File: src/rtl/exe_unit_seq.sv
// Handshaked execution unit: single-cycle ADD/CMP/SET/CONV and an iterative
// shift-add MUL, with the registered result held until the consumer takes it.
module exe_unit_seq #(
    parameter int WIDTH = 32
) (
    input  logic             i_clk,
    input  logic             i_rstn,
    input  logic             i_valid,
    output logic             o_ready,
    input  logic [2:0]       i_oper,
    input  logic [WIDTH-1:0] i_argA,
    input  logic [WIDTH-1:0] i_argB,
    output logic             o_valid,
    input  logic             i_ready,
    output logic [WIDTH-1:0] o_result,
    output logic             o_error,
    output logic             o_carry
);

    localparam int SW = $clog2(WIDTH);

    localparam logic [1:0] S_IDLE = 2'd0;
    localparam logic [1:0] S_BUSY = 2'd1;
    localparam logic [1:0] S_DONE = 2'd2;

    localparam logic [2:0] OP_ADD  = 3'd0;
    localparam logic [2:0] OP_CMP  = 3'd1;
    localparam logic [2:0] OP_SET  = 3'd2;
    localparam logic [2:0] OP_CONV = 3'd3;
    localparam logic [2:0] OP_MUL  = 3'd4;

    logic [1:0]         r_state;
    logic [WIDTH-1:0]   r_a;
    logic [2*WIDTH-1:0] r_acc;
    logic [SW-1:0]      r_cnt;
    logic [WIDTH-1:0]   r_result;
    logic               r_error;
    logic               r_carry;

    logic [WIDTH:0]     w_add;
    logic [WIDTH-1:0]   w_neg;
    logic [WIDTH-1:0]   w_res;
    logic               w_err;
    logic               w_cry;
    logic [WIDTH:0]     w_sum;
    logic [2*WIDTH-1:0] w_acc_next;

    assign w_add = {1'b0, i_argA} + {1'b0, i_argB};
    assign w_neg = -i_argA;

    // Single-cycle ops are evaluated from the request itself so the result
    // is registered on the same edge that accepts it.
    always_comb begin
        w_res = '0;
        w_err = 1'b0;
        w_cry = 1'b0;
        case (i_oper)
            OP_ADD: begin
                w_res = w_add[WIDTH-1:0];
                w_cry = w_add[WIDTH];
            end
            OP_CMP: begin
                w_res[0] = (i_argA == i_argB);
                w_res[1] = (i_argA < i_argB);
                w_res[2] = ($signed(i_argA) < $signed(i_argB));
            end
            OP_SET: begin
                if (i_argB < WIDTH'(WIDTH)) begin
                    w_res = i_argA | (WIDTH'(1) << i_argB[SW-1:0]);
                end else begin
                    w_res = i_argA;
                    w_err = 1'b1;
                end
            end
            OP_CONV: begin
                if (!i_argA[WIDTH-1]) begin
                    w_res = i_argA;
                end else if (i_argA[WIDTH-2:0] == '0) begin
                    w_res = i_argA;
                    w_err = 1'b1;
                end else begin
                    w_res = w_neg | {1'b1, {(WIDTH-1){1'b0}}};
                end
            end
            OP_MUL: begin
                w_res = '0;
            end
            default: begin
                w_err = 1'b1;
            end
        endcase
    end

    // Accumulator holds {partial product, remaining multiplier bits}; each step
    // adds A into the upper half when the current B bit is set, then shifts right.
    assign w_sum      = {1'b0, r_acc[2*WIDTH-1:WIDTH]} + (r_acc[0] ? {1'b0, r_a} : '0);
    assign w_acc_next = {w_sum, r_acc[WIDTH-1:1]};

    always_ff @(posedge i_clk) begin
        if (!i_rstn) begin
            r_state  <= S_IDLE;
            r_a      <= '0;
            r_acc    <= '0;
            r_cnt    <= '0;
            r_result <= '0;
            r_error  <= 1'b0;
            r_carry  <= 1'b0;
        end else begin
            case (r_state)
                S_IDLE: begin
                    if (i_valid) begin
                        r_a   <= i_argA;
                        r_acc <= {{WIDTH{1'b0}}, i_argB};
                        r_cnt <= '0;
                        if (i_oper == OP_MUL) begin
                            r_state <= S_BUSY;
                        end else begin
                            r_state  <= S_DONE;
                            r_result <= w_res;
                            r_error  <= w_err;
                            r_carry  <= w_cry;
                        end
                    end
                end
                S_BUSY: begin
                    r_acc <= w_acc_next;
                    r_cnt <= r_cnt + 1'b1;
                    if (r_cnt == SW'(WIDTH-1)) begin
                        r_state  <= S_DONE;
                        r_result <= w_acc_next[WIDTH-1:0];
                        r_error  <= 1'b0;
                        r_carry  <= |w_acc_next[2*WIDTH-1:WIDTH];
                    end
                end
                S_DONE: begin
                    if (i_ready) begin
                        r_state <= S_IDLE;
                    end
                end
                default: begin
                    r_state <= S_IDLE;
                end
            endcase
        end
    end

    assign o_ready  = (r_state == S_IDLE);
    assign o_valid  = (r_state == S_DONE);
    assign o_result = r_result;
    assign o_error  = r_error;
    assign o_carry  = r_carry;

endmodule

File: config.mk
export PLATFORM = sky130hd
export DESIGN_NAME = exe_unit_seq
export DESIGN_NICKNAME = d
export VERILOG_FILES = /design/src/rtl/exe_unit_seq.sv
export SDC_FILE = /design/constraint.sdc
export NUM_CORES = 1
export LEC_CHECK = 0
export BUFFER_PORTS_ARGS = -buffer_cell sky130_fd_sc_hd__buf_2
export CAP_MARGIN = 20
export CORE_ASPECT_RATIO = 1.75
export CORE_UTILIZATION = 30
export DETAILED_ROUTE_END_ITERATION = 6
export GPL_TIMING_DRIVEN = 1
export SLEW_MARGIN = 20
export SYNTH_ARGS = -nofsm -noshare
export SYNTH_HDL_FRONTEND = slang
export SYNTH_SLANG_ARGS = --single-unit
File: constraint.sdc
create_clock -name i_clk -period 3.75 [get_ports i_clk]
set_clock_uncertainty 0.05 [all_clocks]
set_input_delay 0.375 -clock i_clk [delete_from_list [all_inputs] [get_ports i_clk]]
set_output_delay 0.375 -clock i_clk [all_outputs]
set_load 0.02 [all_outputs]
Word-level counts from Yosys, hierarchy flattened --
Index checks and enable logic that the tools add are counted.
Storage, ports and cells: register bits after elaboration 137, bits in latches 0, bits in writable memories 0, ROM bits 0, bits of input ports 71, output and inout port bits 36, logic and storage cells 70, memories kept 0
Operators by class: add/subtract/negate cells 4, multiply operators 0, divide/modulo/power cells 0, $lt $le $gt $ge 3, equality and inequality tests 12, shift operators 1, muxes and demuxes 32, bitwise logic cells 1, reductions and logical operators 10
Operators with widths (count):
- two-way mux 32 bit | 6
- case mux 64 bit (2 select lines) | 1
- case mux 29 bit (3 select lines) | 1
- adder 32 x 32 -> 33 bit | 2
- less-than comparator 32 bit | 2
- two-way mux 64 bit | 1
- case mux 32 bit (2 select lines) | 1
- == test 32 bit | 1
- less-than comparator 32 x 6 -> 1 bit (second input constant) | 1
- bitwise OR 32 bit | 1
- OR reduction 32 bit | 1
- left shift 1 x 5 -> 32 bit (first input constant) | 1
- logical NOT 31 bit | 1
- two-way mux 31 bit | 1
- negation 31 bit | 1
- case mux 3 bit (4 select lines) | 1
- two-way mux 1 bit | 10
- case mux 5 bit (2 select lines) | 1
- two-way mux 2 bit | 4
- == test 3 x 2 -> 1 bit (second input constant) | 2
- inequality test 2 bit (second input constant) | 3
- case mux 2 bit (3 select lines) | 1
- adder 5 x 1 -> 5 bit (second input constant) | 1
- == test 5 bit (second input constant) | 1
- other kinds (15) | 17

Longest topological paths before layout --
word-level depth 7, depth in mapped cells 15, mapped depth without buffers 14

Worst setup path after synthesis --
Ideal clock, no wire load.
path kind register to register, from register r_acc[0], to register r_carry, in the netlist o_carry, setup time 0.143 ns, data arrival time 3.209 ns, data required time 3.557 ns, slack 0.348 ns, stages on the path, launching flop included 15, path buffers 1, clock period less this slack 3.402 ns, cell sequence dfxtp_1 -> clkbuf_1 -> and2_1 -> fa_1 -> a211oi_1 -> o31ai_1 -> a21boi_0 -> or2_2 -> o21ai_0 -> a221o_1 -> nand3_1 -> a32oi_1 -> xor2_1 -> o41ai_1 -> a41oi_1
Between the ends: cells in the longest elaborated chain, start to end 5
Ends and longest elaborated chain:
- from (decl) | RTL line 34 | logic [2*WIDTH-1:0] r_acc;
- from (signal assigned) | RTL line 113 | r_acc <= {{WIDTH{1'b0}}, i_argB};
- from (signal assigned) | RTL line 126 | r_acc <= w_acc_next;
- two-way mux 32 bit | RTL line 96 | assign w_sum = {1'b0, r_acc[2*WIDTH-1:WIDTH]} + (r_acc[0] ? {1'b0, r_a} : '0);
- adder 32 x 32 -> 33 bit | RTL line 96
- OR reduction 32 bit | RTL line 132 | r_carry <= |w_acc_next[2*WIDTH-1:WIDTH];
- two-way mux 1 bit | RTL line 128 | if (r_cnt == SW'(WIDTH-1)) begin
- case mux 1 bit (2 select lines) | RTL line 109 | case (r_state)
- to (signal assigned) | RTL line 121 | r_carry <= w_cry;
- to (signal assigned) | RTL line 132
- to (decl) | RTL line 38 | logic r_carry;
Every way passes these cells. The select of a mux whose other input is x is not followed. A chain may end at the register's enable or synchronous reset.

Worst setup path after layout --
Ends and elaborated chain as after synthesis.

==> impl_metrics.ini <==
[finish]
nets = 1890
fillers = 3885
final_cell_mix = 248 x a21oi_1, 204 x nand2_1, 136 x dfxtp_1
drive_above_1_share_pct = 17.6
seq_area_mm2 = 0.00274
stdcell_area_mm2 = 0.0137
final_common_cell = a21oi_1
multi_input_area_mm2 = 0.00785
area_growth_pct = 22.9
postLayoutCoreUtil_pct = 37.3

[min_path]
hp-class = in -> reg
min-delay-start = i_ready
hold_path_end = r_state[1]
holdPathStages = 3

[clocking]
cts_sinks = 137
cts_buffers = 17
cts_max_level = 4
max-clock-path-buffers = 2
path_clk_slew_ps = 60
cts-root-buf = clkbuf_16
worstSkewPairLatency_ps = 450
cts_tree = yes

[worst_setup_path]
path_class = reg -> reg
worstPathMaxFanout = 6
r2r_start = r_acc[0]
cp-end-kind = register
rrSetupSlack_ps = 120
cp.required_ps = 3990
r2r_cells = 14
critPathLaunchType = register
reg2reg_to = o_carry
critical_path_arrival_ps = 3860

[pwr]
p_comb_share_pct = 25.9
ir_worst_vdd_mv = 0.342
intPower_mw = 3.11
leakage_nw = 5.78
clock_power_share_pct = 40.0
power_density_mw_per_mm2 = 342
pwr-share-seq_pct = 34.1
sw_frac_of_total_pct = 33.5
p_sw_mw = 1.56

[timing]
finalCriticalPeriod_ps = 3630
fin_crit_sh_pct = 96.7
maxSlewViolCount = 0
hold_viol = 0
setup_viol = 0
max_freq_mhz = 276
hold_ws_ps = 137
worst_pin_slew_ps = 906
slew_headroom_pct = 39.4

[placement]
dpl_cell_area_mm2 = 0.0129
portBuffers = 106
finalWeightedCongestion = 1.00
hpwl_um = 39800

[flow_run]
cap_violations = 0

[floorplanning]
rows = 93
ioPinCount = 107
die_h_um = 257
die_w_um = 148
core_mm2 = 0.0367
start_util_pct = 30.3
die_area_mm2 = 0.0379

[run_status]
outcome = finished, final reports clean

[global_routing]
antenna_found_initial = 3
grt_first_pass_wirelength_um = 74800
grt_pass1_vias = 12900
grt-ovfl-total = 0
grt_max_degree = 54
grtUsageTotal_pct = 26.4

[detailed_routing]
first_pass_iters = 6
drt-initial-drc-count = 741
num_vias = 12600
wl_um = 50100
drc_errors = 0
viasPerCell = 5.70
postRouteAntennaNets = 0
wire_per_inst_um = 22.7

[yosys]
synth.avg_cell_area_um2 = 7.19
synth_area_mm2 = 0.0111
synthArstFlopShare_pct = 0
synth_edf_count = 0
synth_nets = 1718
synth_seq_cells = 137
yosys_warnings = 0
yosys.cell_types.count = 79
ys.flop_type = dfxtp_1
synthCells = 1546
synth-seq-area-share_pct = 24.7
state kept, by name, indices dropped and copies added, names as in the netlist:
name / cells
o_error: 1
o_result: 32
o_carry: 1
r_cnt: 5
r_acc: 64
r_state: 2
r_a: 32
power groups by stage:
stage	Sequential (mW)	Clock (mW)	Combinational, mW
global route	1.60	1.96	1.30
finish	1.60	1.87	1.21
floorplan	1.63	0	0.636
detailed placement	1.63	0	1.19
global placement	1.63	0	1.19
CTS	1.59	1.89	1.19
critical path, stage by stage (launching register included):
cell and delay, ps:
dfxtp_2 340, and2_1 130, ha_1 210, fa_1 430
a211oi_2 310, o31ai_2 150, nand3_1 190, nand3_1 170
and2_1 210, a21boi_4 170, mux2i_1 320, and4_1 270
nand4_1 120, o41ai_2 240, a41oi_1 140
cell usage after synthesis, drive strengths merged (22+ instances only):
cell	count	share of area (%)
a31oi	28	1.6
nor3	43	1.9
nand2	205	6.9
o21ai	75	3.4
and2	38	2.2
xnor2	45	3.5
xor2	32	2.5
o21bai	22	1.5
nand3	43	1.9
nor2	113	3.8
a21oi	253	11
dfxtp	137	25
a22oi	28	1.9
inv	74	2.5
ha	99	11
clkbuf	73	2.5
through the flow:
| stage | total power, mW | std cells | TNS [ps] | setup slack (ps) |
|---|---|---|---|---|
| floorplan | 2.27 | 1546 | 0 | 348 |
| global placement | 2.81 | 2174 | -101 | -72.0 |
| detailed placement | 2.82 | 2174 | -179 | -130 |
| CTS | 4.67 | 2206 | 0 | 7.92 |
| global route | 4.86 | 2206 | -2.17 | -2.17 |
| finish | 4.68 | 2207 | 0 | 123 |
kinds of logic (layout without fill, tap and decap cells):
kind of cell / count (synthesis) / count (layout) / share of synthesized area [%]
other cells: 0 / 1 / 0
fa+ha+maj: 101 / 101 / 11.5
mux: 3 / 3 / 0.270
compound gates: 536 / 536 / 29.6
simple gates: 530 / 530 / 22.3
xor+xnor: 77 / 77 / 6.06
buf+inv: 162 / 347 / 5.65
flops: 137 / 137 / 24.7
worst max-delay path by stage:
stage / start / end / slack (ps)
after global routing: r_acc[0] / o_carry / -2
after CTS: r_acc[0] / o_carry / 8
after detailed placement: r_acc[0] / o_carry / -130
after floorplan: r_acc[0] / o_carry / 350
after global placement: r_acc[0] / o_carry / -70
final: r_acc[0] / o_carry / 120
final cells by class:
cell class / count / area share (%)
Timing Repair Buffer: 241 / 11.4
Sequential cell: 137 / 20.1
Clock buffer: 20 / 3.27
Clock inverter: 12 / 1.36
Inverter: 74 / 2.04
Tap cell: 475 / 4.35
Antenna cell: 1 / 0.0183
Multi-Input combinational cell: 1247 / 57.5
routing by layer:
metal	vias up	wire (µm)	track usage (%)
met5	-	29	0
met4	4	6020	28.0
met3	243	2120	3.84
met2	523	25400	47.7
met1	5893	16500	24.0
li1	5925	-	-
repair_timing:
action | CTS | global route
pin swaps | 0 | 3
buffers inserted | 0 | 0
hold buffers | 0 | 0
setup endpoints to repair | 1 | 2
gates resized for setup | 5 | 18
No activity file was read; power rests on OpenSTA's default activity.
